File: config.mk
export PLATFORM = sky130hd
export DESIGN_NAME = hq2x_sched
export DESIGN_NICKNAME = d
export VERILOG_FILES = /design/src/rtl/hq2x_sched.sv
export SDC_FILE = /design/constraint.sdc
export NUM_CORES = 1
export LEC_CHECK = 0
export CAP_MARGIN = 20
export CORE_UTILIZATION = 25
export CTS_CLUSTER_SIZE = 30
export DETAILED_ROUTE_END_ITERATION = 8
export MAX_ROUTING_LAYER = met4
export PLACE_DENSITY_LB_ADDON = 0.3
export SLEW_MARGIN = 15
export SYNTH_ARGS = -nofsm -noshare
export SYNTH_HDL_FRONTEND = slang
export SYNTH_SLANG_ARGS = --single-unit
File: constraint.sdc
create_clock -name clk -period 4.5 [get_ports clk]
set_input_delay 0.675 -clock clk [delete_from_list [all_inputs] [get_ports clk]]
set_output_delay 0.675 -clock clk [all_outputs]
set_load 0.01 [all_outputs]
File: src/rtl/hq2x_sched.sv
// Timing sequencer for the Hq2x 2x scaler: turns source pixel timing into
// 4-cycle input bursts plus output-side line doubling control.
module hq2x_sched #(
  parameter int unsigned HW = 12
) (
  input  logic       clk,
  input  logic       reset_n,
  input  logic       ce_pix,
  input  logic       hblank_in,
  input  logic       vblank_in,
  output logic       ce_in,
  output logic       reset_line,
  output logic       reset_frame,
  output logic       ce_out,
  output logic [1:0] read_y,
  output logic       hblank_out,
  output logic       vblank_out,
  output logic       spacing_err
);

  localparam int unsigned OW = HW + 2;
  localparam logic [HW-1:0] HMAX = '1;

  typedef enum logic [2:0] {S_IDLE, S_B0, S_B1, S_B2, S_B3} state_e;

  state_e         state_q;
  logic           ce_q;
  logic           serr_q;

  logic           rl_q, rl_d;
  logic           rf_q, rf_d;
  logic [HW-1:0]  hcnt_q, hcnt_d;
  logic [HW-1:0]  acnt_q, acnt_d;
  logic [HW-1:0]  htot_q, htot_d;
  logic [HW-1:0]  hact_q, hact_d;
  logic           bank_q, bank_d;
  logic           ry1_q, ry1_d;
  logic           vb_q, vb_d;

  logic [OW-1:0]  ocnt_q, ocnt_d;
  logic           ry0_q, ry0_d;
  logic           hb_q, hb_d;

  logic           accept;
  logic           early;
  logic           line_start;
  logic [HW-1:0]  hcnt_inc;
  logic [HW-1:0]  acnt_inc;
  logic [OW-1:0]  two_tot;
  logic [OW-1:0]  two_act;
  logic [OW-1:0]  ocnt_inc;

  // A pixel is taken when idle or in the last burst beat (back-to-back bursts)
  assign accept     = ce_pix && ((state_q == S_IDLE) || (state_q == S_B3));
  assign early      = (state_q == S_B0) || (state_q == S_B1) || (state_q == S_B2);
  assign line_start = accept && !hblank_in && rl_q;

  assign hcnt_inc = (hcnt_q == HMAX) ? hcnt_q : hcnt_q + HW'(1);
  assign acnt_inc = (acnt_q == HMAX) ? acnt_q : acnt_q + HW'(1);
  assign two_tot  = {1'b0, htot_q, 1'b0};
  assign two_act  = {1'b0, hact_q, 1'b0};
  assign ocnt_inc = ocnt_q + OW'(1);

  // Burst FSM: four ce_in beats per accepted pixel, sticky spacing error
  always_ff @(posedge clk or negedge reset_n) begin
    if (!reset_n) begin
      state_q <= S_IDLE;
      ce_q    <= 1'b0;
      serr_q  <= 1'b0;
    end else begin
      if (ce_pix && early) serr_q <= 1'b1;
      if (accept) begin
        state_q <= S_B0;
        ce_q    <= 1'b1;
      end else begin
        case (state_q)
          S_B0:    begin state_q <= S_B1;   ce_q <= 1'b1; end
          S_B1:    begin state_q <= S_B2;   ce_q <= 1'b1; end
          S_B2:    begin state_q <= S_B3;   ce_q <= 1'b1; end
          default: begin state_q <= S_IDLE; ce_q <= 1'b0; end
        endcase
      end
    end
  end

  // Input capture, line measurement and bank selection
  always_comb begin
    rl_d   = rl_q;
    rf_d   = rf_q;
    hcnt_d = hcnt_q;
    acnt_d = acnt_q;
    htot_d = htot_q;
    hact_d = hact_q;
    bank_d = bank_q;
    ry1_d  = ry1_q;
    vb_d   = vb_q;
    if (accept) begin
      rl_d = hblank_in;
      rf_d = vblank_in;
      if (line_start) begin
        htot_d = hcnt_q;
        hact_d = acnt_q;
        hcnt_d = HW'(1);
        acnt_d = HW'(1);
        bank_d = rf_q ? 1'b0 : ~bank_q;
        ry1_d  = ~bank_d;
        vb_d   = rf_q;
      end else begin
        hcnt_d = hcnt_inc;
        if (!hblank_in) acnt_d = acnt_inc;
      end
    end
  end

  // Output side: two halves of 2*H_TOT pulses, then hold until next line
  always_comb begin
    ocnt_d = ocnt_q;
    ry0_d  = ry0_q;
    hb_d   = hb_q;
    if (line_start) begin
      ocnt_d = '0;
      ry0_d  = 1'b0;
      hb_d   = (hcnt_q == '0) || (acnt_q == '0);
    end else if (ce_q) begin
      if (ocnt_inc >= two_tot) begin
        if (!ry0_q) begin
          ocnt_d = '0;
          ry0_d  = 1'b1;
        end else begin
          ocnt_d = two_tot;
        end
      end else begin
        ocnt_d = ocnt_inc;
      end
      hb_d = (ocnt_d >= two_act) || (htot_q == '0);
    end
  end

  // Datapath registers
  always_ff @(posedge clk or negedge reset_n) begin
    if (!reset_n) begin
      rl_q   <= 1'b0;
      rf_q   <= 1'b0;
      hcnt_q <= '0;
      acnt_q <= '0;
      htot_q <= '0;
      hact_q <= '0;
      bank_q <= 1'b0;
      ry1_q  <= 1'b0;
      vb_q   <= 1'b1;
      ocnt_q <= '0;
      ry0_q  <= 1'b0;
      hb_q   <= 1'b1;
    end else begin
      rl_q   <= rl_d;
      rf_q   <= rf_d;
      hcnt_q <= hcnt_d;
      acnt_q <= acnt_d;
      htot_q <= htot_d;
      hact_q <= hact_d;
      bank_q <= bank_d;
      ry1_q  <= ry1_d;
      vb_q   <= vb_d;
      ocnt_q <= ocnt_d;
      ry0_q  <= ry0_d;
      hb_q   <= hb_d;
    end
  end

  assign ce_in       = ce_q;
  assign ce_out      = ce_q;
  assign reset_line  = rl_q;
  assign reset_frame = rf_q;
  assign read_y      = {ry1_q, ry0_q};
  assign hblank_out  = hb_q;
  assign vblank_out  = vb_q;
  assign spacing_err = serr_q;

endmodule

==> results.toml, run 1 <==
[run_status]
status = "finished, final reports clean"

[die]
initial_core_util_pct = 25.8
die_h_um = 133
die_area_um2 = 17800
core_area_um2 = 16800
num_rows = 47
die_x_um = 133
io_pins = 14

[job]
cap_viol_max_count = 0

[final_layout]
fillCellCount = 1746
finalNetCount = 493
diodes = 0
fin_util_pct = 29.9
drive_gt1_share_pct = 12.1
final_common_cell = "dfrtp_1"
fin_cells = 684
mostFrequentLayoutCells = "dfrtp_1 (72), nand2_1 (58), nor2_1 (33), o21ai_0 (33), inv_1 (31)"
area_delta_synth_final_pct = 16.0

[routing]
wl_per_cell_um = 14.3
vias_per_cell = 4.59
drtPass1Iterations = 5
drt_iter0_drc = 111
antenna_left = 0
route.detailed.drc = 0
postRouteWirelength_um = 9750
vias = 3138

[sta]
period_needed_ns = 4.00
fin_skew_ns = 0.0106
worst_slack_ns = 0.499
hold_viol_final = 0
maxSlewViolCount = 0
setup_viol = 0
rsz0062_at_grt = "false"
fin_setup_tns_ns = 0
period_share_pct = 88.9
slew_headroom_pct = 36.4
timing.hold.ws_ns = 0.460
fmax_ghz = 0.250
worst_slew_pin_slew_ns = 0.955

[place]
port_buffers = 13
dp.cells = 661
hpwlAfterDp_um = 7020
place_ws_ns = 0.380
gp_congestion = 0.910

[global_route]
grt_pass1_vias = 3191
grt_pass1_wl_um = 16700
antenna_found_initial = 0
gr-total-overflow = 0
grt_use_total_pct = 12.5
grt_max_degree = 75

[synth]
yosysSeqAreaShare_pct = 42.9
synth_ff_type = "dfrtp_1"
ys_warn_count = 0
netlist_instances = 446
synth_seq_cells = 74
synth_edf_count = 0
synth.net_count = 480
syn_avg_cell_area_um2 = 9.69
netlist_area_um2 = 4320
synth_async_sr_flop_share_pct = 100
synth_cell_types = 53

[power_and_ir_drop]
p_leak_nw = 2.26
power_density_nw_per_um2 = 740
ir_worst_vdd_mv = 0.284

[clock_tree]
clkTransAtPathRegs_ns = 0.06
cts_resized = 0
clkLatencyLatePin_ns = 0.35
cts_tree = "built"
clock_path_buffers = 2
cts-htree-levels = 3
numCtsBuffers = 9
clkSinkCount = 74
cts_root_buffer = "clkbuf_16"

[worst_setup_path]
cp-start-kind = "flop"
crit_type = "flop to flop"
endpoint_kind = "flop"
crit_fanout = 9
critPathArrivalTime_ns = 4.26
worstPathRequired_ns = 4.76

[worst_hold_path]
hp-class = "flop to flop"
==> worst max-delay path, stage by stage (launching register included) <==
cell and delay, ns:
dfrtp_1 0.43, and3_1 0.21, nor2b_1 0.32, nand3_1 0.14, xnor2_1 0.24, ha_1 0.30
a21oi_2 0.16, o21ai_2 0.09, a221oi_4 0.33, nand3_4 0.17, mux2_2 0.33, ha_1 0.30
a21o_1 0.18, a21o_1 0.17, a211oi_1 0.23, o21ai_0 0.12, o211ai_1 0.09, o211ai_1 0.10
==> logic make-up after synthesis <==
kind of cell	count (synthesis)	synth area share [%]
buf+inv	50	5.21
simple gates	171	21.0
mux	13	4.05
fa+ha+maj	29	8.39
flops	74	42.9
compound gates	79	12.2
xor+xnor	30	6.25
==> per-layer routing <==
layer / vias to the layer above / track usage, % / wire length [µm]
met1: 1505 / 16.6 / 4930
met3: 20 / 3.27 / 313
met2: 48 / 17.7 / 4210
li1: 1565 / - / -
met5: - / - / 0
met4: 0 / 5.81 / 291
==> cell type report <==
type,instances,area (µm²),share of cell area [%]
Multi-Input combinational cell,322,2240,44.8
Sequential cell,74,1850,37.0
Tap cell,220,275,5.49
Clock buffer,11,233,4.64
Timing Repair Buffer,21,188,3.74
Inverter,31,116,2.32
Clock inverter,5,103,2.05
==> registers in the layout, indices dropped and copies added, names as in the netlist <==
register / flops
hact_q: 12
htot_q: 12
ce_in: 1
hcnt_q: 12
bank_q: 1
vblank_out: 1
reset_line: 1
spacing_err: 1
acnt_q: 12
reset_frame: 1
ocnt_q: 14
ry1_q: 1
hblank_out: 1
ry0_q: 1
state_q: 3
==> what timing repair did <==
action | in CTS | in global routing
endpoints found under the hold margin | 0 | 0
endpoints found under the setup margin | 0 | 1
hold buffers | 0 | 0
setup buffers | 0 | 7
==> power breakdown <==
| group | internal (mW) | total, mW | switching, mW |
|---|---|---|---|
| sequential | 0.914 | 1.19 | 0.277 |
| clock | 0.541 | 0.821 | 0.280 |
| combinational | 0.843 | 1.70 | 0.856 |
| total | 2.30 | 3.71 | 1.41 |
==> synthesized netlist by cell type, drive strengths merged, types with 2 or more instances <==
cell type | n | area share, %
o211ai | 4 | 0.69
nand4 | 8 | 1.2
buf | 9 | 1.6
inv | 31 | 2.7
a22o | 11 | 2.2
nand2 | 58 | 5.0
dfstp | 2 | 1.2
a21o | 6 | 1.0
and4 | 4 | 0.98
nor2b | 3 | 0.43
or3b | 2 | 0.46
and3 | 5 | 0.72
ha | 29 | 8.4
xnor2 | 14 | 2.8
or3 | 4 | 0.58
mux2 | 12 | 3.8
and2 | 15 | 2.2
nand3 | 13 | 1.8
a21oi | 14 | 1.9
nor2 | 33 | 2.9
nand2b | 4 | 0.58
o21ai | 35 | 4.1
nor4b | 2 | 0.41
nand3b | 3 | 0.52
nor4 | 7 | 1.0
xor2 | 16 | 3.4
dfrtp | 72 | 42
nand4b | 2 | 0.55
clkbuf | 10 | 0.87
nor3 | 7 | 1.3
==> worst paths after layout <==
| check | start | end | slack, ns | depth (start not counted) |
|---|---|---|---|---|
| min reg2reg | state_q[2]$_DFF_PN0_ | state_q[1]$_DFF_PN0_ | 0.46 | 1 |
| max in group asynchronous | reset_n | acnt_q[3]$_DFFE_PN0P_ | 3.40 | 1 |
| max reg2reg | ocnt_q[0]$_DFFE_PN0P_ | hblank_out$_DFFE_PN1P_ | 0.50 | 17 |
| max | ocnt_q[0]$_DFFE_PN0P_ | hblank_out$_DFFE_PN1P_ | 0.50 | 17 |
| min | state_q[2]$_DFF_PN0_ | state_q[1]$_DFF_PN0_ | 0.46 | 1 |
| min in group asynchronous | reset_n | hcnt_q[3]$_DFFE_PN0P_ | 0.48 | 1 |
==> through the flow <==
| step | instance area, µm² | power, mW |
|---|---|---|
| after global placement | 4630 | 2.74 |
| after global routing | 5010 | 4.01 |
| after CTS | 4960 | 3.62 |
| final | 5010 | 3.71 |
| after detailed placement | 4630 | 2.78 |
| after floorplan | 4320 | 2.37 |
Power figures use the tool's default switching activity.
==> run 2, diff against run 1 <==
Settings changed: SETUP_SLACK_MARGIN from default to 0.1.
==> results of run 2 <==
The final DEF is identical to that of run 1; final timing and power are the same.
